**src/rtl/led_pwm_engine.sv**
```systemverilog
// Multi-channel LED PWM engine: prescaled tick, shared PWM/blink counters,
// double-buffered per-channel config. Optional mode 4 BREATHE via LED_PWM_BREATHE_EN.
module led_pwm_engine #(
    parameter int NUM_CH   = 10,
    parameter int PWM_BITS = 8,
    parameter int PRESCALE = 50,
    localparam int CW      = (NUM_CH > 1) ? $clog2(NUM_CH) : 1,
    localparam int DW      = PWM_BITS + 5
) (
    input  logic              CLOCK_50,
    input  logic              reset_n,
    input  logic              cfg_wr,
    input  logic [CW-1:0]     cfg_ch,
    input  logic [DW-1:0]     cfg_data,
    output logic              cfg_err,
    output logic              pwm_wrap,
    output logic [NUM_CH-1:0] led
);

    localparam int PSW = $clog2(PRESCALE);
    localparam logic [PSW-1:0]      PRE_LAST = PSW'(PRESCALE - 1);
    localparam logic [PWM_BITS-1:0] CNT_MAX  = {PWM_BITS{1'b1}};
    localparam logic [2:0] MODE_ON    = 3'd1;
    localparam logic [2:0] MODE_PWM   = 3'd2;
    localparam logic [2:0] MODE_BLINK = 3'd3;
`ifdef LED_PWM_BREATHE_EN
    localparam logic [2:0] MODE_BREATHE = 3'd4;
`endif

    logic [PSW-1:0]      presc_r;
    logic [PWM_BITS-1:0] pwm_cnt_r;
    logic [11:0]         blink_cnt_r;
    logic [DW-1:0]       shadow_r      [NUM_CH];
    logic [DW-1:0]       active_r      [NUM_CH];
    logic [DW-1:0]       next_shadow_s [NUM_CH];
    logic [NUM_CH-1:0]   led_s;
    logic                tick_s;
    logic                boundary_s;
    logic                wr_bad_s;
    logic                wr_ok_s;

    function automatic logic [2:0] mode_of(input logic [DW-1:0] cfg);
        return cfg[DW-1 -: 3];
    endfunction

    function automatic logic [1:0] rate_of(input logic [DW-1:0] cfg);
        return cfg[PWM_BITS+1 -: 2];
    endfunction

    function automatic logic [PWM_BITS-1:0] duty_of(input logic [DW-1:0] cfg);
        return cfg[PWM_BITS-1:0];
    endfunction

    // Full-scale duty must be solid on, which a plain less-than cannot reach.
    function automatic logic pwm_cmp(input logic [PWM_BITS-1:0] duty,
                                     input logic [PWM_BITS-1:0] cnt);
        return (duty == CNT_MAX) || (cnt < duty);
    endfunction

    function automatic logic blink_sel(input logic [11:0] blk, input logic [1:0] rate);
        case (rate)
            2'd0:    return blk[8];
            2'd1:    return blk[9];
            2'd2:    return blk[10];
            2'd3:    return blk[11];
            default: return 1'b0;
        endcase
    endfunction

    assign tick_s     = (presc_r == PRE_LAST);
    assign boundary_s = tick_s && (pwm_cnt_r == CNT_MAX);
    assign wr_bad_s   = cfg_wr && ({1'b0, cfg_ch} >= (CW+1)'(NUM_CH));
    assign wr_ok_s    = cfg_wr && !wr_bad_s;

    // Prescaler, PWM counter, blink counter and status pulses.
    always_ff @(posedge CLOCK_50 or negedge reset_n) begin
        if (!reset_n) begin
            presc_r     <= '0;
            pwm_cnt_r   <= '0;
            blink_cnt_r <= 12'd0;
            pwm_wrap    <= 1'b0;
            cfg_err     <= 1'b0;
        end else begin
            presc_r <= tick_s ? '0 : presc_r + PSW'(1);
            if (tick_s) begin
                pwm_cnt_r <= pwm_cnt_r + PWM_BITS'(1);
            end
            if (boundary_s) begin
                blink_cnt_r <= blink_cnt_r + 12'd1;
            end
            pwm_wrap <= boundary_s;
            cfg_err  <= wr_bad_s;
        end
    end

    // Shadow contents after this cycle's write, so a boundary write reaches active.
    always_comb begin
        for (int i = 0; i < NUM_CH; i++) begin
            if (wr_ok_s && (cfg_ch == CW'(i))) begin
                next_shadow_s[i] = cfg_data;
            end else begin
                next_shadow_s[i] = shadow_r[i];
            end
        end
    end

    // Shadow/active configuration registers.
    always_ff @(posedge CLOCK_50 or negedge reset_n) begin
        if (!reset_n) begin
            for (int i = 0; i < NUM_CH; i++) begin
                shadow_r[i] <= '0;
                active_r[i] <= '0;
            end
        end else begin
            for (int i = 0; i < NUM_CH; i++) begin
                shadow_r[i] <= next_shadow_s[i];
                if (boundary_s) begin
                    active_r[i] <= next_shadow_s[i];
                end
            end
        end
    end

`ifdef LED_PWM_BREATHE_EN
    logic [PWM_BITS-1:0] level_r [NUM_CH];
    logic [NUM_CH-1:0]   fall_r;

    function automatic logic step_due(input logic [11:0] blk, input logic [1:0] rate);
        case (rate)
            2'd0:    return 1'b1;
            2'd1:    return (blk[0] == 1'b0);
            2'd2:    return (blk[1:0] == 2'b00);
            2'd3:    return (blk[2:0] == 3'b000);
            default: return 1'b1;
        endcase
    endfunction

    // Breathe level ramps up then down; restarts when a channel enters BREATHE.
    always_ff @(posedge CLOCK_50 or negedge reset_n) begin
        if (!reset_n) begin
            fall_r <= '0;
            for (int i = 0; i < NUM_CH; i++) begin
                level_r[i] <= '0;
            end
        end else if (boundary_s) begin
            for (int i = 0; i < NUM_CH; i++) begin
                if ((mode_of(next_shadow_s[i]) == MODE_BREATHE) &&
                    (mode_of(active_r[i]) != MODE_BREATHE)) begin
                    level_r[i] <= '0;
                    fall_r[i]  <= 1'b0;
                end else if ((mode_of(active_r[i]) == MODE_BREATHE) &&
                             step_due(blink_cnt_r, rate_of(active_r[i]))) begin
                    if (!fall_r[i]) begin
                        if (level_r[i] == CNT_MAX) begin
                            level_r[i] <= CNT_MAX - PWM_BITS'(1);
                            fall_r[i]  <= 1'b1;
                        end else begin
                            level_r[i] <= level_r[i] + PWM_BITS'(1);
                        end
                    end else begin
                        if (level_r[i] == '0) begin
                            level_r[i] <= PWM_BITS'(1);
                            fall_r[i]  <= 1'b0;
                        end else begin
                            level_r[i] <= level_r[i] - PWM_BITS'(1);
                        end
                    end
                end
            end
        end
    end
`endif

    // Per-channel mode decode against the current counter values.
    always_comb begin
        led_s = '0;
        for (int i = 0; i < NUM_CH; i++) begin
            case (mode_of(active_r[i]))
                MODE_ON:    led_s[i] = 1'b1;
                MODE_PWM:   led_s[i] = pwm_cmp(duty_of(active_r[i]), pwm_cnt_r);
                MODE_BLINK: led_s[i] = pwm_cmp(duty_of(active_r[i]), pwm_cnt_r) &&
                                       blink_sel(blink_cnt_r, rate_of(active_r[i]));
`ifdef LED_PWM_BREATHE_EN
                MODE_BREATHE: led_s[i] = pwm_cmp(level_r[i], pwm_cnt_r);
`endif
                default:    led_s[i] = 1'b0;
            endcase
        end
    end

    // LED outputs sample the decode only on tick cycles.
    always_ff @(posedge CLOCK_50 or negedge reset_n) begin
        if (!reset_n) begin
            led <= '0;
        end else if (tick_s) begin
            led <= led_s;
        end else begin
            led <= led;
        end
    end

endmodule

```
**config.mk**
```make
export PLATFORM = sky130hd
export DESIGN_NAME = led_pwm_engine
export DESIGN_NICKNAME = d
export VERILOG_FILES = /design/src/rtl/led_pwm_engine.sv
export SDC_FILE = /design/constraint.sdc
export NUM_CORES = 1
export LEC_CHECK = 0
export ABC_AREA = 0
export CORE_MARGIN = 4
export CORE_UTILIZATION = 45
export DETAILED_ROUTE_END_ITERATION = 16
export GPL_TIMING_DRIVEN = 0
export SYNTH_ARGS = -nofsm -noshare
export SYNTH_HDL_FRONTEND = slang
export SYNTH_SLANG_ARGS = --single-unit
```
**constraint.sdc**
```tcl
create_clock -name CLOCK_50 -period 1.9 [get_ports CLOCK_50]
set_input_delay 0.38 -clock CLOCK_50 [delete_from_list [all_inputs] [get_ports CLOCK_50]]
set_output_delay 0.38 -clock CLOCK_50 [all_outputs]
set_load 0.02 [all_outputs]
```
==> out/results.tsv, run 1 <==
stage	metric	value	unit
cts	Max clock buf depth	3	
cts	CTS tree	yes	
synth	cells after synthesis	1238	
sta	max_slew headroom	39.0	%
detailed_routing	DRT iter0 DRCs	658	
floorplanning	Core Rows	63	
detailed_routing	drt total wl	36.0	mm
run_status	failing checks	negative setup slack	
global_routing	first-pass GRT wire length	54.2	mm
global_routing	vias in the first global route	9715	
floorplanning	Initial Util	45.9	%
synth	Distinct cells, synth	46	
cts	TritonCTS buffer count	31	
synth	synthesis-stage register bit count	298	
global_routing	GRT Resource Usage Total	20.7	%
global_routing	global route total overflow	0	
synth	syn_area_per_cell	11.1	um^2
sta	RSZ-0062 raised after global routing	yes	
min_path	hold path depth	2	
critical_path	Worst setup EP type	flop	
critical_path	Critical Path AT	2370	ps
run_status	outcome	finished with violations	
placed_design	Post-DP HPWL	21.4	mm
floorplanning	Ports	32	
cts	H-tree levels	1	
cts	CTS Root Buffer Type	clkbuf_16	
layout	fill count	2475	
pwr	VDD IR max	0.711	mV
floorplanning	core area	29800	um^2
cts	CTS clock-pin slew for the worst setup and hold paths	60	ps
detailed_routing	DRC	0	
pwr	PwrDens	835	nW/um^2
sta	fmax	517	MHz
sta	PnR worst setup slack	-32.4	ps
layout	commonest non-fill, non-tap cell in the layout	dfrtp_1	
detailed_routing	routed vias	9568	
layout	area occupied by multi-input gates	6140	um^2
sta	Fin. Hold Viols	0	
layout	share of cells above drive strength 1	30.4	%
synth	number of synthesized flops with an enable pin	0	
sta	Clock Skews	26.0	ps
layout	Layout Utilization	57.3	%
layout	Reg area	7480	um^2
sta	Final Max Slew Viols	0	
synth	syn nets	1332	
placed_design	routability cong.	0.813	
critical_path	CP max FO	10	
cts	clk_lat worst skew	580	ps
pwr	Pleak	8.36	nW
layout	area grow syn2layout	24.7	%
sta	Setup Viol. Count Final	4	
sta	Worst Tran Pin Value	915	ps
floorplanning	Die X	182	um
floorplanning	Die ar.	33300	um^2
placed_design	Port-buffer cells	18	
cts	clk sink count	298	
critical_path	CP Class	flop to flop	
min_path	HP Class	input pin to flop	
critical_path	crit path launch type	flop	
global_routing	initial antenna violation count	0	
synth	Top FF cell, synth	dfrtp_1	
layout	fin nets	1448	
sta	Tmin final	1930	ps
synth	FFs w/ async S/R, synth	100	%
critical_path	R2R depth	8	
global_routing	pin count of the biggest net entering global routing	123	
synth	Syn. warnings	0	
layout	ant diodes	0	
sta	fin crit share	102	%
critical_path	Worst EP required	2340	ps
flow_run	Max-Cap Viols	0	
detailed_routing	vias per cell	5.41	
floorplanning	die height	182	um
detailed_routing	average wire per standard cell	20.4	um
synth	Seq/Total Area, Yosys	54.5	%
detailed_routing	Final ANT Viol Nets	0	
detailed_routing	first-pass iteration count of the detailed router	5	
placed_design	worst slack at placement	-782	ps
layout	commonest non-fill, non-tap cells in the layout	dfrtp_1 (291), nand2_1 (222), mux2_2 (120), inv_1 (76), ha_1 (65)	
synth	Mapped Area	13700	um^2
-- state kept, by name, indices dropped and copies added (netlist names) --
register,flops
presc_r,6
pwm_wrap,1
active_r,130
blink_cnt_r,12
pwm_cnt_r,8
shadow_r,130
led,10
cfg_err,1
-- layout make-up --
| class | count | area share, % |
|---|---|---|
| sequential | 298 | 43.8 |
| multi-input combinational | 800 | 35.9 |
| timing repair buffer | 86 | 6.46 |
| clock buffer | 46 | 5.34 |
| buffer | 60 | 3.38 |
| tap | 390 | 2.86 |
| inverter | 77 | 1.72 |
| clock inverter | 10 | 0.462 |
-- synthesized netlist by cell type (all sizes together) (11+ instances only) --
master	number	area, um^2
nand4	32	215
a21oi	37	185
nand2b	16	100
xnor2	11	96.3
o21ai	84	420
ha	74	926
buf	48	272
dfrtp	298	7460
nor2	28	105
nand3	11	55.1
mux2	130	1500
inv	77	289
nand2	269	1010
nor4b	11	96.3
clkbuf	15	56.3
-- per-stage QoR --
step / setup TNS, ps / total power (W) / area [um^2] / std cells / hold WS [ps]
floorplan: 0 / 0.00798 / 13700 / 1238 / 84.4
global placement: -3861840 / 0.00831 / 14400 / 1646 / 469
detailed placement: -147470 / 0.00837 / 14400 / 1649 / 156
CTS: -2040 / 0.0143 / 16100 / 1741 / 158
global route: -5050 / 0.0148 / 17100 / 1767 / 173
finish: -91.3 / 0.0143 / 17100 / 1767 / 164
-- report_power, final --
part	total (W)	internal, W	switching (W)
clock	0.00593	0.00343	0.00250
sequential	0.00713	0.00698	0.000149
combinational	0.00120	0.000585	0.000612
-- worst max-delay path: stages (launching register included) --
cell and delay [ps]:
dfrtp_4 550, nand3_1 130, nor2_1 250, nand4_4 170, clkinv_4 120, buf_6 140, buf_12 150, nand4_1 120
xnor2_1 160
-- worst paths after layout --
check	from	endpoint	slack, ps
min in group asynchronous	reset_n	shadow_r[97]$_DFF_PN0_	180
worst max-delay path	pwm_cnt_r[4]$_DFFE_PN0N_	blink_cnt_r[4]$_DFFE_PN0P_	-30
worst min register to register	active_r[127]$_DFFE_PN0P_	active_r[127]$_DFFE_PN0P_	490
worst max register to register	pwm_cnt_r[4]$_DFFE_PN0N_	blink_cnt_r[4]$_DFFE_PN0P_	-30
worst min-delay path	cfg_wr	cfg_err$_DFF_PN0_	160
max in group asynchronous	reset_n	pwm_cnt_r[4]$_DFFE_PN0N_	310
-- logic make-up after synthesis --
family / synth area share (%)
buffers and inverters: 4.51
AO/OA/AOI/OAI: 6.64
XOR/XNOR: 1.28
multiplexers: 12.6
AND/OR/NAND/NOR: 13.7
flip-flops: 54.5
adder cells (fa/ha/maj): 6.76
-- layer usage --
layer | wire (um) | vias up | track usage, %
met5 | 0 | - | 0
met4 | 989 | 0 | 5.43
met3 | 1500 | 61 | 2.61
met2 | 17200 | 181 | 33.9
met1 | 16300 | 4857 | 29.4
li1 | - | 4469 | -
-- what timing repair did --
item / in CTS / in global routing
setup endpoints to repair: 171 / 248
gates resized for setup: 104 / 192
gates cloned: 4 / 10
hold buffers: 1 / 0
endpoints found under the hold margin: 122 / 0
setup buffers: 32 / 21
pin swaps: 9 / 46
Note: power is estimated with default switching activity, not from simulation.
==> run 2: changes to the inputs <==
- CORE_MARGIN: 4 -> unset
- PLACE_DENSITY_LB_ADDON: unset -> 0.05
- SLEW_MARGIN: unset -> 30
==> out/results.tsv, run 2 (synthesis gave the netlist of run 1 again) <==
stage	metric	value	unit	change
cts	CTS clock-pin slew for the worst setup and hold paths	60	ps	about the same
sta	fmax	527	MHz	was 517 MHz
layout	share of cells above drive strength 1	29.3	%	was 30.4%
floorplanning	die height	176	um	was 182 um
layout	commonest non-fill, non-tap cells in the layout	dfrtp_1 (291), nand2_1 (246), mux2_2 (120), inv_1 (76), ha_1 (62)		was dfrtp_1 (291), nand2_1 (222), mux2_2 (120), inv_1 (76), ha_1 (65)
cts	Max clock buf depth	3		unchanged
pwr	Sw Ratio	22.6	%	was 22.9%
floorplanning	Die X	176	um	was 182 um
sta	fin crit share	99.9	%	was 102%
critical_path	Critical Path AT	2330	ps	was 2370 ps
critical_path	CP Class	flop to flop		unchanged
placed_design	Post-DP HPWL	21.8	mm	was 21.4 mm
critical_path	Worst setup EP type	flop		unchanged
critical_path	FF-to-FF Start	pwm_cnt_r[3]$_DFFE_PN0N_		was pwm_cnt_r[4]$_DFFE_PN0N_
sta	Fin. Hold Viols	0		unchanged
sta	Clock Skews	14.7	ps	was 26.0 ps
sta	Worst Tran Pin Value	948	ps	was 915 ps
global_routing	GRT Resource Usage Total	23.4	%	was 20.7%
sta	Setup Viol. Count Final	0		was 4
detailed_routing	average wire per standard cell	20.3	um	was 20.4 um
detailed_routing	vias per cell	5.27		was 5.41
floorplanning	Core Rows	63		unchanged
sta	PnR worst setup slack	1.33	ps	was -32.4 ps
global_routing	vias in the first global route	9464		was 9,715
cts	TritonCTS buffer count	35		was 31
layout	Top Registers	active_r (130), shadow_r (130), blink_cnt_r (12)		unchanged
pwr	clock power share	43.8	%	was 41.6%
global_routing	first-pass GRT wire length	54.8	mm	was 54.2 mm
critical_path	crit path capture	active_r[16]$_DFFE_PN0P_		was blink_cnt_r[4]$_DFFE_PN0P_
pwr	combinational share of power	7.9	%	was 8.4%
floorplanning	core area	29800	um^2	unchanged
placed_design	Placed Instances	1650		was 1,649
placed_design	Port-buffer cells	18		unchanged
pwr	Psw	0.00333	W	was 0.00326 W
layout	fill count	2623		was 2,475
pwr	P_int	0.0114	W	was 0.0110 W
critical_path	crit path from	pwm_cnt_r[3]$_DFFE_PN0N_		was pwm_cnt_r[4]$_DFFE_PN0N_
placed_design	routability cong.	0.821		was 0.813
layout	Reg area	7480	um^2	unchanged
detailed_routing	drt total wl	35.9	mm	was 36.0 mm
cts	H-tree levels	2		was 1
detailed_routing	Final ANT Viol Nets	0		unchanged
cts	clk_lat worst skew	510	ps	was 580 ps
layout	final std cells w/o fill	1767		unchanged
layout	ant diodes	0		unchanged
layout	area grow syn2layout	24.5	%	was 24.7%
sta	Final Max Slew Viols	0		unchanged
floorplanning	Initial Util	45.9	%	unchanged
placed_design	worst slack at placement	-765	ps	was -782 ps
run_status	outcome	complete, no violations		was finished with violations
pwr	Seq pwr share	48.2	%	was 50.0%
pwr	Pleak	8.22	nW	was 8.36 nW
layout	fin nets	1447		was 1,448
pwr	VDD IR max	0.557	mV	was 0.711 mV
pwr	PwrDens	866	nW/um^2	was 835 nW/um^2
sta	max_slew headroom	36.8	%	was 39.0%
flow_run	Max-Cap Viols	0		unchanged
layout	commonest non-fill, non-tap cell in the layout	dfrtp_1		unchanged
critical_path	Worst EP required	2330	ps	was 2340 ps
cts	CTS Root Buffer Type	clkbuf_16		unchanged
cts	CTS tree	yes		unchanged
cts	clk sink count	298		unchanged
global_routing	initial antenna violation count	0		unchanged
floorplanning	Die ar.	31100	um^2	was 33,300 um^2
critical_path	Crit Reg-Reg Endpoint	active_r[16]$_DFFE_PN0P_		was blink_cnt_r[4]$_DFFE_PN0P_
min_path	HP Class	input pin to flop		unchanged
sta	Tmin final	1900	ps	was 1930 ps
detailed_routing	routed vias	9312		was 9,568
critical_path	R2R depth	10		was 8
detailed_routing	DRT iter0 DRCs	515		was 658
critical_path	CP max FO	8		was 10
floorplanning	Ports	32		unchanged
layout	area occupied by multi-input gates	6160	um^2	was 6140 um^2
critical_path	crit path launch type	flop		unchanged
critical_path	internal reg-to-reg setup slack	1	ps	was -30 ps
global_routing	global route total overflow	0		unchanged
detailed_routing	first-pass iteration count of the detailed router	4		was 5
sta	RSZ-0062 raised after global routing	yes		unchanged
global_routing	pin count of the biggest net entering global routing	84		was 123
detailed_routing	DRC	0		unchanged
pwr	Pwr Total	0.0148	W	was 0.0143 W
-- run 2: cell count changes in the layout (fill, tap and decap cells not counted), sizes merged --
cell | before | now
buf | 108 | 103
bufinv | 1 | 0
clkbuf | 66 | 74
clkdlybuf4s50 | 1 | 9
clkinv | 9 | 7
clkinvlp | 0 | 1
dlygate4sd2 | 10 | 5
dlymetal6s2s | 6 | 3
inv | 77 | 76
-- run 2: worst min-delay path by stage --
stage                                  start                       end  cells after the start
CTS                                  reset_n    shadow_r[97]$_DFF_PN0_                      2
finish                                cfg_wr         cfg_err$_DFF_PN0_                      2
global placement    active_r[21]$_DFFE_PN0P_  active_r[21]$_DFFE_PN0P_                      2
global route                          cfg_wr         cfg_err$_DFF_PN0_                      2
detailed placement                   reset_n    shadow_r[97]$_DFF_PN0_                      1
floorplan                            reset_n   active_r[0]$_DFFE_PN0P_                      0
-- run 2: critical path: stages (launching register included) --
cell and delay, ps:
dfrtp_4 490, buf_8 170, nand3_1 130, nor2_2 190
nand4_4 160, clkinv_4 120, buf_6 120, buf_16 160
clkbuf_16 150, nand2_1 60, o21ai_1 70
-- run 2: power by group through the flow --
stage | Combinational, W | Clock, W | Sequential (W)
after CTS | 0.00115 | 0.00662 | 0.00713
after global routing | 0.00131 | 0.00686 | 0.00719
final | 0.00117 | 0.00647 | 0.00712
after floorplan | 0.000792 | 0 | 0.00719
after global placement | 0.00108 | 0 | 0.00724
after detailed placement | 0.00114 | 0 | 0.00724
-- run 2: what timing repair did --
| item | in CTS | in global routing |
|---|---|---|
| setup endpoints to repair | 194 | 150 |
| hold buffers | 1 | 0 |
| gates resized for setup | 107 | 163 |
| pin swaps | 9 | 25 |
| cloned | 2 | 7 |
| hold endpoints to repair | 165 | 0 |
| setup buffers | 32 | 15 |
-- run 2: layout make-up --
class	instances	share of cell area (%)
well taps	390	2.86
multi-input cells	800	36.2
clock inverters	7	0.220
inverters	77	1.73
plain buffers	62	3.10
clock buffers	54	6.28
flip-flops and latches	298	43.9
repair buffers	79	5.74
-- run 2: layer usage --
metal	global-route usage (%)	wire, um	up-vias
met4	6.54	896	0
met1	33.7	16900	4639
met2	37.3	16700	145
met5	0	0	-
li1	-	-	4470
met3	2.99	1410	58
-- run 2: through the flow --
stage	area, um^2	util [%]	hold WS (ps)	setup TNS (ps)
final	17000	57.2	221	0
after global routing	17000	57.2	210	-2590
after CTS	16200	54.5	242	-787
after detailed placement	14500	48.6	178	-147380
after global placement	14400	48.2	471	-3970040
after floorplan	13700	-	84.4	0
